[src/rtl/secuenciador_chocorrol_if.sv]
// Program-load handshake between a loader and the sequencer.
//   CARGA_VALIDO : loader offers a program word
//   CARGA_DATO   : 20-bit program word
//   CARGA_LISTO  : sequencer accepts the word this cycle
// master = loader side, slave = sequencer side.
interface secuenciador_chocorrol_if;
  logic        CARGA_VALIDO;
  logic [19:0] CARGA_DATO;
  logic        CARGA_LISTO;

  modport master (output CARGA_VALIDO, output CARGA_DATO, input CARGA_LISTO);
  modport slave  (input CARGA_VALIDO, input CARGA_DATO, output CARGA_LISTO);
endinterface

[src/rtl/secuenciador_chocorrol.sv]
// Micro-sequencer: buffers up to PROF 20-bit instruction words and replays
// them to a datapath, two cycles per word (LECTURA with the write-control
// field MC masked off so operands settle, then ESCRITURA with the word intact).
// The datapath result is captured at the end of each ESCRITURA.
// Ports:
//   CLK, RST      : clock, synchronous active-high reset
//   carga         : program-load handshake (slave side)
//   LIMPIAR       : empty the program buffer (idle only)
//   INICIO, PARAR : start / abort execution
//   INSTRUCCION   : word driven to datapath
//   RESULTADO     : datapath result
//   DATO_SALIDA   : last captured result, SALIDA_VALIDA pulses on update
//   OCUPADO       : executing
//   PC, LONGITUD  : executing index, loaded word count
//   CONTADOR      : completed instructions, wraps at 256
module secuenciador_chocorrol #(
  parameter int PROF = 16,
  parameter int AP   = 4
) (
  input  logic                      CLK,
  input  logic                      RST,
  secuenciador_chocorrol_if.slave   carga,
  input  logic                      LIMPIAR,
  input  logic                      INICIO,
  input  logic                      PARAR,
  output logic [19:0]               INSTRUCCION,
  input  logic [31:0]               RESULTADO,
  output logic [31:0]               DATO_SALIDA,
  output logic                      SALIDA_VALIDA,
  output logic                      OCUPADO,
  output logic [AP-1:0]             PC,
  output logic [AP:0]               LONGITUD,
  output logic [7:0]                CONTADOR
);

  typedef enum logic [1:0] {INACTIVO, LECTURA, ESCRITURA} estado_t;

  localparam logic [AP:0] PROF_L = (AP+1)'(PROF);

  estado_t     estado, estado_sig;
  logic [19:0] buffer [PROF];
  logic        cargar, vaciar, arrancar, capturar, avanzar, ultima;

  assign OCUPADO = (estado != INACTIVO);
  assign ultima  = ({1'b0, PC} == (LONGITUD - 1'b1));

  always_ff @(posedge CLK) begin
    if (RST) estado <= INACTIVO;
    else     estado <= estado_sig;
  end

  always_comb begin
    estado_sig        = estado;
    INSTRUCCION       = '0;
    carga.CARGA_LISTO = 1'b0;
    cargar            = 1'b0;
    vaciar            = 1'b0;
    arrancar          = 1'b0;
    capturar          = 1'b0;
    avanzar           = 1'b0;
    case (estado)
      INACTIVO: begin
        // Clear and start both outrank loading, so they also drop LISTO.
        carga.CARGA_LISTO = (LONGITUD < PROF_L) && !INICIO && !LIMPIAR;
        cargar            = carga.CARGA_VALIDO && carga.CARGA_LISTO;
        if (LIMPIAR) vaciar = 1'b1;
        else if (INICIO && (LONGITUD != '0)) begin
          arrancar   = 1'b1;
          estado_sig = LECTURA;
        end
      end
      LECTURA: begin
        INSTRUCCION = {2'b00, buffer[PC][17:0]};
        estado_sig  = PARAR ? INACTIVO : ESCRITURA;
      end
      ESCRITURA: begin
        INSTRUCCION = buffer[PC];
        capturar    = 1'b1;
        // An abort here still lets the current word complete.
        if (PARAR || ultima) estado_sig = INACTIVO;
        else begin
          avanzar    = 1'b1;
          estado_sig = LECTURA;
        end
      end
      default: estado_sig = INACTIVO;
    endcase
  end

  always_ff @(posedge CLK) begin
    if (RST) begin
      PC            <= '0;
      LONGITUD      <= '0;
      DATO_SALIDA   <= '0;
      SALIDA_VALIDA <= 1'b0;
      CONTADOR      <= '0;
    end else begin
      SALIDA_VALIDA <= capturar;
      if (vaciar)      LONGITUD <= '0;
      else if (cargar) LONGITUD <= LONGITUD + 1'b1;
      if (arrancar)     PC <= '0;
      else if (avanzar) PC <= PC + 1'b1;
      if (capturar) begin
        DATO_SALIDA <= RESULTADO;
        CONTADOR    <= CONTADOR + 8'd1;
      end
    end
  end

  // Buffer has no reset; contents survive between runs.
  always_ff @(posedge CLK) begin
    if (cargar && !RST) buffer[LONGITUD[AP-1:0]] <= carga.CARGA_DATO;
  end

endmodule

[src/flat_wrapper.sv]
// flat-port wrapper written by rule: the top's interface ports become plain ports
module secuenciador_chocorrol_flat 
#(
  parameter int PROF = 16,
  parameter int AP   = 4
)
  (CLK, RST, LIMPIAR, INICIO, PARAR, INSTRUCCION, RESULTADO, DATO_SALIDA, SALIDA_VALIDA, OCUPADO, PC, LONGITUD, CONTADOR, carga_CARGA_VALIDO, carga_CARGA_DATO, carga_CARGA_LISTO);
  secuenciador_chocorrol_if carga_i ();
  input  logic CLK;
  input  logic RST;
  input  logic LIMPIAR;
  input  logic INICIO;
  input  logic PARAR;
  output logic [19:0] INSTRUCCION;
  input  logic [31:0] RESULTADO;
  output logic [31:0] DATO_SALIDA;
  output logic SALIDA_VALIDA;
  output logic OCUPADO;
  output logic [AP-1:0] PC;
  output logic [AP:0] LONGITUD;
  output logic [7:0] CONTADOR;
  input wire logic [$bits(carga_i.CARGA_VALIDO)-1:0] carga_CARGA_VALIDO;
  input wire logic [$bits(carga_i.CARGA_DATO)-1:0] carga_CARGA_DATO;
  output wire logic [$bits(carga_i.CARGA_LISTO)-1:0] carga_CARGA_LISTO;
  assign carga_i.CARGA_VALIDO = carga_CARGA_VALIDO;
  assign carga_i.CARGA_DATO = carga_CARGA_DATO;
  assign carga_CARGA_LISTO = carga_i.CARGA_LISTO;
  secuenciador_chocorrol #(.PROF(PROF), .AP(AP)) u_core (.CLK(CLK), .RST(RST), .carga(carga_i), .LIMPIAR(LIMPIAR), .INICIO(INICIO), .PARAR(PARAR), .INSTRUCCION(INSTRUCCION), .RESULTADO(RESULTADO), .DATO_SALIDA(DATO_SALIDA), .SALIDA_VALIDA(SALIDA_VALIDA), .OCUPADO(OCUPADO), .PC(PC), .LONGITUD(LONGITUD), .CONTADOR(CONTADOR));
endmodule
[config.mk]
export PLATFORM = sky130hd
export DESIGN_NAME = secuenciador_chocorrol_flat
export DESIGN_NICKNAME = d
export VERILOG_FILES = /design/src/rtl/secuenciador_chocorrol_if.sv /design/src/rtl/secuenciador_chocorrol.sv /design/src/flat_wrapper.sv
export SDC_FILE = /design/constraint.sdc
export NUM_CORES = 1
export LEC_CHECK = 0
export ABC_AREA = 0
export BUFFER_PORTS_ARGS = -buffer_cell sky130_fd_sc_hd__clkbuf_2
export CORE_ASPECT_RATIO = 0.7
export CORE_MARGIN = 4
export CORE_UTILIZATION = 64
export CTS_CLUSTER_SIZE = 20
export DETAILED_ROUTE_END_ITERATION = 16
export PLACE_DENSITY = 0.95
export SYNTH_ARGS = -nofsm -noshare
export SYNTH_HDL_FRONTEND = slang
export SYNTH_SLANG_ARGS = --single-unit
[constraint.sdc]
create_clock -name CLK -period 5.7 [get_ports CLK]
set_input_delay 1.14 -clock CLK [delete_from_list [all_inputs] [get_ports CLK]]
set_output_delay 1.14 -clock CLK [all_outputs]
set_load 0.02 [all_outputs]
== After elaboration in Yosys (flattened, before gate mapping) ==
Memories as Yosys holds them, arrays and structs flattened. A register that Yosys moved wholly into a read port is not among the register bits.
Index checks and enable logic that the tools add are counted.
Operators by class
  add/subtract/negate cells: 4
  order comparisons: 1
  equal/unequal tests: 5
  muxes and demuxes: 20
  reduce and logical (&&, ||, !) cells: 15
Operator list (count)
  20-bit case mux with 2 select lines: 1
  1-bit 2-to-1 mux: 13
  8-bit by 1-bit adder with 8-bit output (second input constant): 1
  4-bit 2-to-1 mux: 2
  2-bit 2-to-1 mux: 3
  2-bit case mux with 3 select lines: 1
  5-bit by 1-bit adder with 5-bit output (second input constant): 1
  4-bit by 5-bit equality test with 1-bit output: 1
  1-bit logical AND: 5
  5-bit < comparator (second input constant): 1
  5-bit nonzero test: 1
  5-bit by 1-bit subtractor with 5-bit output (second input constant): 1
  4-bit by 1-bit adder with 4-bit output (second input constant): 1
  2-bit OR reduction: 2
  1-bit zero test: 3
  2-bit by 1-bit equality test with 1-bit output (second input constant): 1
  2-bit equality test (second input constant): 1
  2-bit zero test: 1
  2-bit by 1-bit inequality test with 1-bit output (second input constant): 1
  2-bit inequality test (second input constant): 1
  2-bit AND reduction: 1
  2-bit nonzero test: 1
  1-bit logical OR: 1
Storage, ports and cells
  flip-flop bits (word level): 52
  bits in writable memories: 320
  input port bits: 58
  memories kept: 1
Memories
  u_core.buffer: depth 16, bits a word 20, read ports 1, clocked after Yosys merged registers in 1, wr ports 1, RTL line secuenciador_chocorrol.sv:41  | logic [19:0] buffer [PROF];

== Longest topological paths before layout ==
Gate-level depths: netlist of the first run.
  depth in word-level cells: 8
  depth in mapped cells: 8
  gate-level depth less buffers: 7

== Least setup slack after synthesis of the first run ==
OpenSTA, ideal clock, no wires.
  kind: input to register
  start point: input INICIO
  end point: memory u_core.buffer[0][0] (enable)
  arrival time: 4.029 ns
  data required time: 5.278 ns
  slack: 1.249 ns
  stages on the path: 6
  path buffers: 1
  cell sequence: nor4b_1 -> and2_1 -> clkbuf_2 -> and2b_1 -> nand2_1 -> nor3_1
On the way
  longest elaborated chain between the ends: 8
Ends and longest elaborated chain
  from (decl): RTL line flat_wrapper.sv:12  | input logic INICIO;
  1-bit zero test: RTL line secuenciador_chocorrol.sv:64  | carga.CARGA_LISTO = (LONGITUD < PROF_L) && !INICIO && !LIMPIAR;
  1-bit logical AND (2 in a row): RTL line secuenciador_chocorrol.sv:64
  1-bit logical AND: RTL line secuenciador_chocorrol.sv:65  | cargar = carga.CARGA_VALIDO && carga.CARGA_LISTO;
  1-bit 2-to-1 mux: RTL line secuenciador_chocorrol.sv:61  | case (estado)
  1-bit logical AND: RTL line secuenciador_chocorrol.sv:112  | if (cargar && !RST) buffer[LONGITUD[AP-1:0]] <= carga.CARGA_DATO;
  1-bit 2-to-1 mux: RTL line secuenciador_chocorrol.sv:112
  1-bit 2-to-1 mux (not written as such): RTL line secuenciador_chocorrol.sv:112
  to (decl): RTL line secuenciador_chocorrol.sv:41
Every way passes these cells.

==> results_dict.tcl, run 1 <==
set metrics [dict create \
    cts_resized 0 \
    cts_tree "yes" \
    ys_dominant_reg_cell "edfxtp_1" \
    leakagePower_uw 0.00554 \
    startpoint_type "flip-flop" \
    synth_cells 730 \
    multiInputGateArea_um2 3680 \
    nets 949 \
    routabilityCongestion 0.835 \
    hold_viol 0 \
    async_flop_share 0 \
    holdWs_ns 0.497 \
    final_core_util 0.760 \
    cts_hold_buf 0 \
    synth_edf_count 320 \
    drv_slew 0 \
    drc 0 \
    dieWidth_um 188 \
    clock-sinks 376 \
    syn-cell-area_um2 14500 \
    fin_setup_tns_ns 0 \
    grt_pass1_vias 8403 \
    grt_use_total 0.296 \
    worst-path-max-fanout 30 \
    wl_per_cell_um 30.4 \
    power_density_nw_per_um2 318 \
    syn_area_per_cell_um2 19.9 \
    ys_ff_latch 376 \
    reg2reg_slack_ns 2.25 \
    crit_arrival_ns 3.18 \
    cts_buffers 35 \
    grt_remaining_overflow 0 \
    antenna_cells 0 \
    clk_path_buf_depth 3 \
    die_h_um 134 \
    syn_nets 798 \
    crit_required_ns 4.56 \
    maxCapViolCount 0 \
    ios 130 \
    n_fill_cell 1082 \
    setup_viol 0 \
    antenna_found_initial 0 \
    yosysTopAreaCellShare 0.660 \
    fin_skew_ns 0.0233 \
    vdd_ir_drop_max_mv 0.293 \
    synth_area_leaders "edfxtp_1 (66%), mux4_2 (15%), dfxtp_1 (7.7%)" \
    ys_top_cells_by_count "edfxtp_1 (320), mux4_2 (100), nor2_1 (60), dfxtp_1 (56), mux2i_1 (40)" \
    io_buffers 129 \
    clockRootBuffer "clkbuf_16" \
    insertion_delay_ns 0.52 \
    status "complete, no violations" \
    hpwl_um 19500 \
    grt_max_degree 81 \
    fmax_ghz 0.231 \
    drtIter0Drc 1233 \
    post-cts-setup-buffers 0 \
    ys_seq_area_frac 0.738 \
    vias_per_cell 6.68 \
    timing.final.crit_share 0.759 \
    rsz0062_at_grt "no" \
    tightest_slew_ns 1.16 \
    end_kind "primary output" \
    yosysTopAreaCell "edfxtp_1" \
    ant_nets 0 \
    seqCellArea_um2 10700 \
    wl_um 36800 \
    min_period_ns 4.32 \
    grt_pass1_wl_um 54800 \
    cts.clk_slew.worst_paths_ns 0.06 \
    hold_class "reg2reg" \
    htree_levels 2 \
    yosysWarnings 0 \
    yosysMostFrequentCell "edfxtp_1" \
    num_rows 45 \
    critPathKind "reg2out" \
    start_util 0.661 \
    drt-pass1-iter-count 5 \
    drive_gt1_frac 0.348 \
    power_uw 5320 \
    ys_types 36 \
    fp.dieArea_um2 25200 \
    vias 8082 \
    area_growth_pct 14.9 \
    slew_headroom 0.225 \
    core-area_um2 22000 \
]
==> critical path, stage by stage (launching register included) <==
cell and delay, ns:
dfxtp_4 0.73, buf_4 0.46, mux4_2 0.62, mux4_2 0.47, nor2b_1 0.16, clkbuf_2 0.18
==> state kept, by name, summed over array words and instances, names as in the netlist, named ones only <==
signal                cells
u_core.PC                 4
u_core.CONTADOR           8
u_core.DATO_SALIDA       32
u_core.buffer           320
u_core.estado             2
u_core.LONGITUD           5
u_core.SALIDA_VALIDA      1
==> per-layer routing <==
layer,vias to the layer above,wire (um),track usage
li1,3224,-,-
met1,4050,12700,0.389
met2,667,18900,0.507
met3,141,3590,0.0549
met4,0,1680,0.110
met5,-,0,0
==> layout make-up <==
| type | count | area share |
|---|---|---|
| clock buffer | 52 | 0.0594 |
| clock inverter | 9 | 0.00539 |
| inverter | 5 | 0.00112 |
| multi-input combinational | 313 | 0.220 |
| sequential | 376 | 0.642 |
| tap | 305 | 0.0228 |
| timing repair buffer | 150 | 0.0488 |
==> through the flow <==
| step | setup slack, ns | cell area (um2) | cells |
|---|---|---|---|
| floorplan | 1.25 | 14500 | 730 |
| global placement | 2.00 | 15600 | 1149 |
| CTS | 1.32 | 16700 | 1210 |
| finish | 1.38 | 16700 | 1210 |
| global route | 1.21 | 16700 | 1210 |
| detailed placement | 1.91 | 15600 | 1149 |
==> where the power goes <==
group	switching, uW	leakage (uW)	internal (uW)
clock	963	0.000529	1300
sequential	1.92	0.00333	2980
combinational	56.6	0.00168	23.5
total	1020	0.00554	4300
==> placed cells by master, fill, tap and decap left out, drive strengths merged, types with 6 or more instances in the layout <==
cell type,n
edfxtp,320
clkbuf,181
mux4,100
nor2,60
dfxtp,56
mux2i,40
nor2b,22
buf,21
nand2,20
ha,10
xor2,7
clkinv,7
nand2b,6
a21oi,6
xnor2,6
nand4,6
nor3,6
==> path summary, 6_finish.rpt <==
path,start,to,cells past startpoint
worst max register to register,u_core.estado[0],u_core.buffer[10][10],8
worst min register to register,u_core.DATO_SALIDA[8],u_core.DATO_SALIDA[8],2
worst max-delay path,flip-flop,INSTRUCCION[17],5
worst min-delay path,u_core.DATO_SALIDA[8],u_core.DATO_SALIDA[8],2
==> cells by family after synthesis <==
kind of cell	share of synthesized area
AO/OA/AOI/OAI	0.00636
XOR/XNOR	0.00783
adder cells (fa/ha/maj)	0.00860
buffers and inverters	0.0131
flip-flops	0.738
multiplexers	0.182
AND/OR/NAND/NOR	0.0443
No activity file was read; power rests on OpenSTA's default activity.
==> run 2, diff against run 1 <==
--- a/config.mk
+++ b/config.mk
@@ -9,10 +9,10 @@
 export BUFFER_PORTS_ARGS = -buffer_cell sky130_fd_sc_hd__clkbuf_2
 export CORE_ASPECT_RATIO = 0.7
 export CORE_MARGIN = 4
-export CORE_UTILIZATION = 64
+export CORE_UTILIZATION = 59
 export CTS_CLUSTER_SIZE = 20
 export DETAILED_ROUTE_END_ITERATION = 16
-export PLACE_DENSITY = 0.95
+export PLACE_DENSITY = 0.89
 export SYNTH_ARGS = -nofsm -noshare
 export SYNTH_HDL_FRONTEND = slang
 export SYNTH_SLANG_ARGS = --single-unit
==> constraint.sdc (replaced) <==
create_clock -name CLK -period 4.45 [get_ports CLK]
set_input_delay 0.89 -clock CLK [delete_from_list [all_inputs] [get_ports CLK]]
set_output_delay 0.89 -clock CLK [all_outputs]
set_load 0.02 [all_outputs]
==> results_dict.tcl, run 2 (synthesized netlist as in run 1, its figures left out) <==
set metrics [dict create \
    status "complete, no violations" \
    cts.clk_slew.worst_paths_ns 0.06 \
    insertion_delay_ns 0.51 \
    die_h_um 139 \
    fp.dieArea_um2 27300 \
    htree_levels 2 \
    fin_skew_ns 0.0133 \
    grt_util_met2 0.387 \
    clock-sinks 376 \
    ant_nets 0 \
    antenna_found_initial 0 \
    setup_ws_ns 0.632 \
    clk_path_buf_depth 3 \
    grt_max_degree 46 \
    cts_tree "yes" \
    min_period_ns 3.82 \
    antenna_cells 0 \
    seqCellArea_um2 10700 \
    layout.cells.non_filler 1232 \
    nets 956 \
    cts_hold_buf 0 \
    multiInputGateArea_um2 3680 \
    grt-busiest-layer "met2" \
    critPathKind "reg2out" \
    pwr-share-seq 0.559 \
    pre_cts_ws_ns 1.12 \
    drt-pass1-iter-count 5 \
    cts_resized 0 \
    swShare 0.197 \
    leakagePower_uw 0.00559 \
    hold_class "reg2reg" \
    fin_area_um2 16800 \
    vias_per_cell 6.16 \
    min_path_cells 2 \
    grt_util_met1 0.355 \
    routabilityCongestion 0.799 \
    core-area_um2 23900 \
    p_clk_frac 0.426 \
    area_growth_pct 15.6 \
    wl_um 33100 \
    layout_common_cells "edfxtp_1 (320), clkbuf_2 (129), mux4_2 (100), dfxtp_1 (53), nor2_1 (48)" \
    r2r_start "u_core.estado[0]" \
    crit_arrival_ns 2.93 \
    maxCapViolCount 0 \
    wl_per_cell_um 26.8 \
    num_rows 47 \
    slowest_delay_ns 0.62 \
    fin_setup_tns_ns 0 \
    post-cts-setup-buffers 0 \
    tightest_slew_ns 0.894 \
    p_int_uw 5490 \
    fmax_ghz 0.262 \
    globalRouteMet3Util 0.0551 \
    drc 0 \
    hp-start "u_core.CONTADOR[7]" \
    cpMostUsedCell "mux4_2" \
    grt_pass1_vias 7895 \
    crit_required_ns 3.56 \
    rsz0062_at_grt "no" \
    vdd_ir_drop_max_mv 0.298 \
    drtIter0Drc 805 \
    hold_viol 0 \
    drv_slew 0 \
    slew_headroom 0.404 \
    vias 7585 \
    cts_buffers 35 \
    dieWidth_um 196 \
    startpoint_type "flip-flop" \
    io_buffers 129 \
    pwr-share-comb 0.015 \
    n_fill_cell 1432 \
    grt_remaining_overflow 0 \
    hpwl_um 19400 \
    dp.cells 1169 \
    clockRootBuffer "clkbuf_16" \
    largest_reg_flops 320 \
    setup_viol 0 \
    end_kind "primary output" \
    power_uw 6830 \
    power_density_nw_per_um2 406 \
    worstRegToRegCells 8 \
    worst-path-max-fanout 20 \
    grt_pass1_wl_um 50400 \
    ios 130 \
    drive_gt1_frac 0.362 \
    grt_use_total 0.246 \
    timing.final.crit_share 0.858 \
    start_util 0.608 \
    layout_commonest_cell "edfxtp_1" \
    slowest_stage "mux4_2" \
    placed_area_um2 15700 \
    switching_power_uw 1340 \
    worstPathCellList "buf_4 -> mux4_2 -> mux4_2 -> nor2b_1 -> clkbuf_2" \
]
-- run 2: cell count changes in the layout (fill, tap and decap cells not counted) --
cell,before,now
clkinvlp_4,0,1
buf_4,20,27
clkinv_2,3,9
clkbuf_1,13,5
clkbuf_2,130,129
inv_6,0,1
clkbuf_8,1,0
clkinv_1,4,5
clkinv_4,0,1
clkinvlp_2,0,2
-- run 2: stage by stage --
step,hold WS (ns),util
floorplan,0.476,-
global placement,0.468,0.656
detailed placement,0.481,0.656
CTS,0.496,0.702
global route,0.535,0.702
finish,0.493,0.702
-- run 2: final cells by class --
type,instances,share of cell area
Clock buffer,42,0.0562
Clock inverter,21,0.00945
Inverter,5,0.00112
Multi-Input combinational cell,313,0.219
Sequential cell,376,0.639
Tap cell,318,0.0237
Timing Repair Buffer,157,0.0516
-- run 2: layer usage --
| layer | vias to the layer above | routed length [um] |
|---|---|---|
| met1 | 3928 | 13300 |
| met2 | 368 | 16300 |
| met3 | 53 | 2710 |
| met4 | 0 | 784 |
| li1 | 3236 | - |
| met5 | - | 0 |
-- run 2: power groups by stage --
stage / logic, uW / registers (uW) / clock network (uW)
global placement: 94.8 / 3900 / 0
floorplan: 25.0 / 3900 / 0
finish: 102 / 3820 / 2910
CTS: 101 / 3820 / 2950
detailed placement: 101 / 3900 / 0
global route: 111 / 3820 / 3130
-- run 2: path summary, 6_finish.rpt --
path	slack, ns	end
hold reg to reg	0.49	u_core.CONTADOR[7]
setup / recovery	0.63	INSTRUCCION[12]
setup reg to reg	1.36	u_core.buffer[14][2]
hold / removal	0.49	u_core.CONTADOR[7]
-- run 2: worst max-delay path, delay by kind of cell, from the launching register on --
family | cells | cell delay (ns)
mux | 2 | 1.13
buf+inv | 2 | 0.63
flops | 1 | 0.51
simple gates | 1 | 0.15
==> run 3, diff against run 2 <==
--- a/config.mk
+++ b/config.mk
@@ -7,9 +7,11 @@
 export LEC_CHECK = 0
 export ABC_AREA = 0
 export BUFFER_PORTS_ARGS = -buffer_cell sky130_fd_sc_hd__clkbuf_2
+export CELL_PAD_IN_SITES_DETAIL_PLACEMENT = 1
+export CELL_PAD_IN_SITES_GLOBAL_PLACEMENT = 1
 export CORE_ASPECT_RATIO = 0.7
 export CORE_MARGIN = 4
-export CORE_UTILIZATION = 59
+export CORE_UTILIZATION = 51
 export CTS_CLUSTER_SIZE = 20
 export DETAILED_ROUTE_END_ITERATION = 16
 export PLACE_DENSITY = 0.89
==> results_dict.tcl, run 3 (synthesized netlist as in run 1, its figures left out) <==
set metrics [dict create \
    insertion_delay_ns 0.52 \
    crit_arrival_ns 3.01 \
    worstRegToRegCells 8 \
    grt_pass1_wl_um 54300 \
    dp.cells 1220 \
    rsz0062_at_grt "no" \
    pwr-share-comb 0.014 \
    wl_per_cell_um 28.0 \
    timing.final.crit_share 0.877 \
    post-cts-setup-buffers 0 \
    cts_hold_buf 0 \
    worstPathCellList "buf_4 -> mux4_2 -> mux4_2 -> nor2b_1 -> clkbuf_2" \
    setup_ws_ns 0.547 \
    hold_end "u_core.DATO_SALIDA[26]" \
    slowest_stage "dfxtp_4" \
    clock-sinks 376 \
    cts_resized 0 \
    slew_headroom 0.360 \
    ant_nets 0 \
    antenna_found_initial 0 \
    drt-pass1-iter-count 5 \
    vias 7664 \
    io_buffers 129 \
    grt_remaining_overflow 0 \
    p_int_uw 5680 \
    startpoint_type "flip-flop" \
    switching_power_uw 1350 \
    cpMostUsedCell "mux4_2" \
    wl_um 36000 \
    area_growth_pct 17.0 \
    setup_viol 0 \
    grt_pass1_vias 8306 \
    end_kind "primary output" \
    hold_viol 0 \
    clk_path_buf_depth 3 \
    hp-start "u_core.DATO_SALIDA[26]" \
    slowest_delay_ns 0.70 \
    dieWidth_um 210 \
    grt_use_total 0.234 \
    power_density_nw_per_um2 413 \
    grt_max_degree 46 \
    fmax_ghz 0.256 \
    min_path_cells 2 \
    nets 956 \
    core-area_um2 27900 \
    placed_area_um2 15800 \
    vias_per_cell 5.96 \
    pre_cts_ws_ns 0.921 \
    cts_tree "yes" \
    fp.dieArea_um2 31300 \
    multiInputGateArea_um2 3680 \
    largest_reg_flops 320 \
    pwr-share-seq 0.543 \
    critical_path_buf_inv_count 2 \
    critPathKind "reg2out" \
    worst-path-max-fanout 29 \
    die_h_um 149 \
    layout.cells.non_filler 1286 \
    drv_slew 0 \
    layout_commonest_cell "edfxtp_1" \
    cts_buffers 37 \
    p_clk_frac 0.442 \
    routabilityCongestion 0.745 \
    drtIter0Drc 804 \
    final_core_util 0.609 \
    fin_area_um2 17000 \
    fin_setup_tns_ns 0 \
    fin_skew_ns 0.0181 \
    vdd_ir_drop_max_mv 0.292 \
    start_util 0.521 \
    path_delay_family "multiplexers" \
    min_period_ns 3.90 \
    drc 0 \
    reg2reg_to "u_core.buffer[7][10]" \
    seqCellArea_um2 10700 \
    crit_required_ns 3.56 \
    tightest_slew_ns 0.960 \
    leakagePower_uw 0.00563 \
    cts.clk_slew.worst_paths_ns 0.06 \
    swShare 0.192 \
    antenna_cells 0 \
    maxCapViolCount 0 \
    hpwl_um 21800 \
    status "complete, no violations" \
    clockRootBuffer "clkbuf_16" \
    r2r_start "u_core.estado[0]" \
    n_fill_cell 2412 \
    reg2reg_slack_ns 0.99 \
    hold_class "reg2reg" \
    num_rows 51 \
    drive_gt1_frac 0.356 \
    layout_common_cells "edfxtp_1 (320), clkbuf_2 (129), mux4_2 (100), dfxtp_1 (53), nor2_1 (48)" \
    htree_levels 2 \
    ios 130 \
]
## run 3: cell types whose count changed in the layout (fill, tap and decap cells not counted), sizes merged
cell | before | now
buf | 28 | 26
clkinvlp | 3 | 2
clkinv | 15 | 14
inv | 6 | 7
clkbuf | 171 | 172
bufinv | 2 | 5
## run 3: area by class of cell
| cell class | instances | share of cell area |
|---|---|---|
| timing repair buffer | 155 | 0.0538 |
| sequential | 376 | 0.631 |
| inverter | 5 | 0.00110 |
| clock inverter | 23 | 0.0139 |
| clock buffer | 43 | 0.0563 |
| multi-input combinational | 313 | 0.217 |
| tap | 371 | 0.0273 |
## run 3: per-stage QoR
step	power [uW]	hold slack, ns
floorplan	3920	0.476
global placement	3990	0.471
detailed placement	4000	0.488
CTS	7090	0.503
global route	7280	0.534
finish	7030	0.497
## run 3: worst max path at each step
stage / endpoint / cells past startpoint / slack, ns
3_3_place_gp: INSTRUCCION[2] / 5 / 1.08
6_report: INSTRUCCION[8] / 5 / 0.55
4_1_cts: INSTRUCCION[8] / 5 / 0.46
2_1_floorplan: u_core.buffer[0][0] / 6 / 0.25
3_5_place_dp: u_core.buffer[8][12] / 7 / 0.92
5_1_grt: INSTRUCCION[8] / 5 / 0.39
## run 3: worst reg2reg max path, delay by kind of cell, from the launching register on
kind / cells / cell delay, ns
simple gates: 5 / 1.89
buf+inv: 2 / 0.53
fa+ha+maj: 1 / 0.38
flops: 1 / 0.34
## run 3: per-layer routing
| metal | GRT usage | part of all wire |
|---|---|---|
| met1 | 0.325 | 0.40 |
| met3 | 0.0490 | 0.073 |
| met2 | 0.385 | 0.50 |
| met5 | 0 | 0 |
| met4 | 0.0636 | 0.024 |
## run 3: power by group through the flow
| stage | Clock [uW] | Sequential [uW] | Combinational, uW |
|---|---|---|---|
| finish | 3110 | 3820 | 101 |
| detailed placement | 0 | 3900 | 100 |
| global route | 3350 | 3820 | 112 |
| floorplan | 0 | 3900 | 25.0 |
| global placement | 0 | 3900 | 91.9 |
| CTS | 3160 | 3820 | 101 |
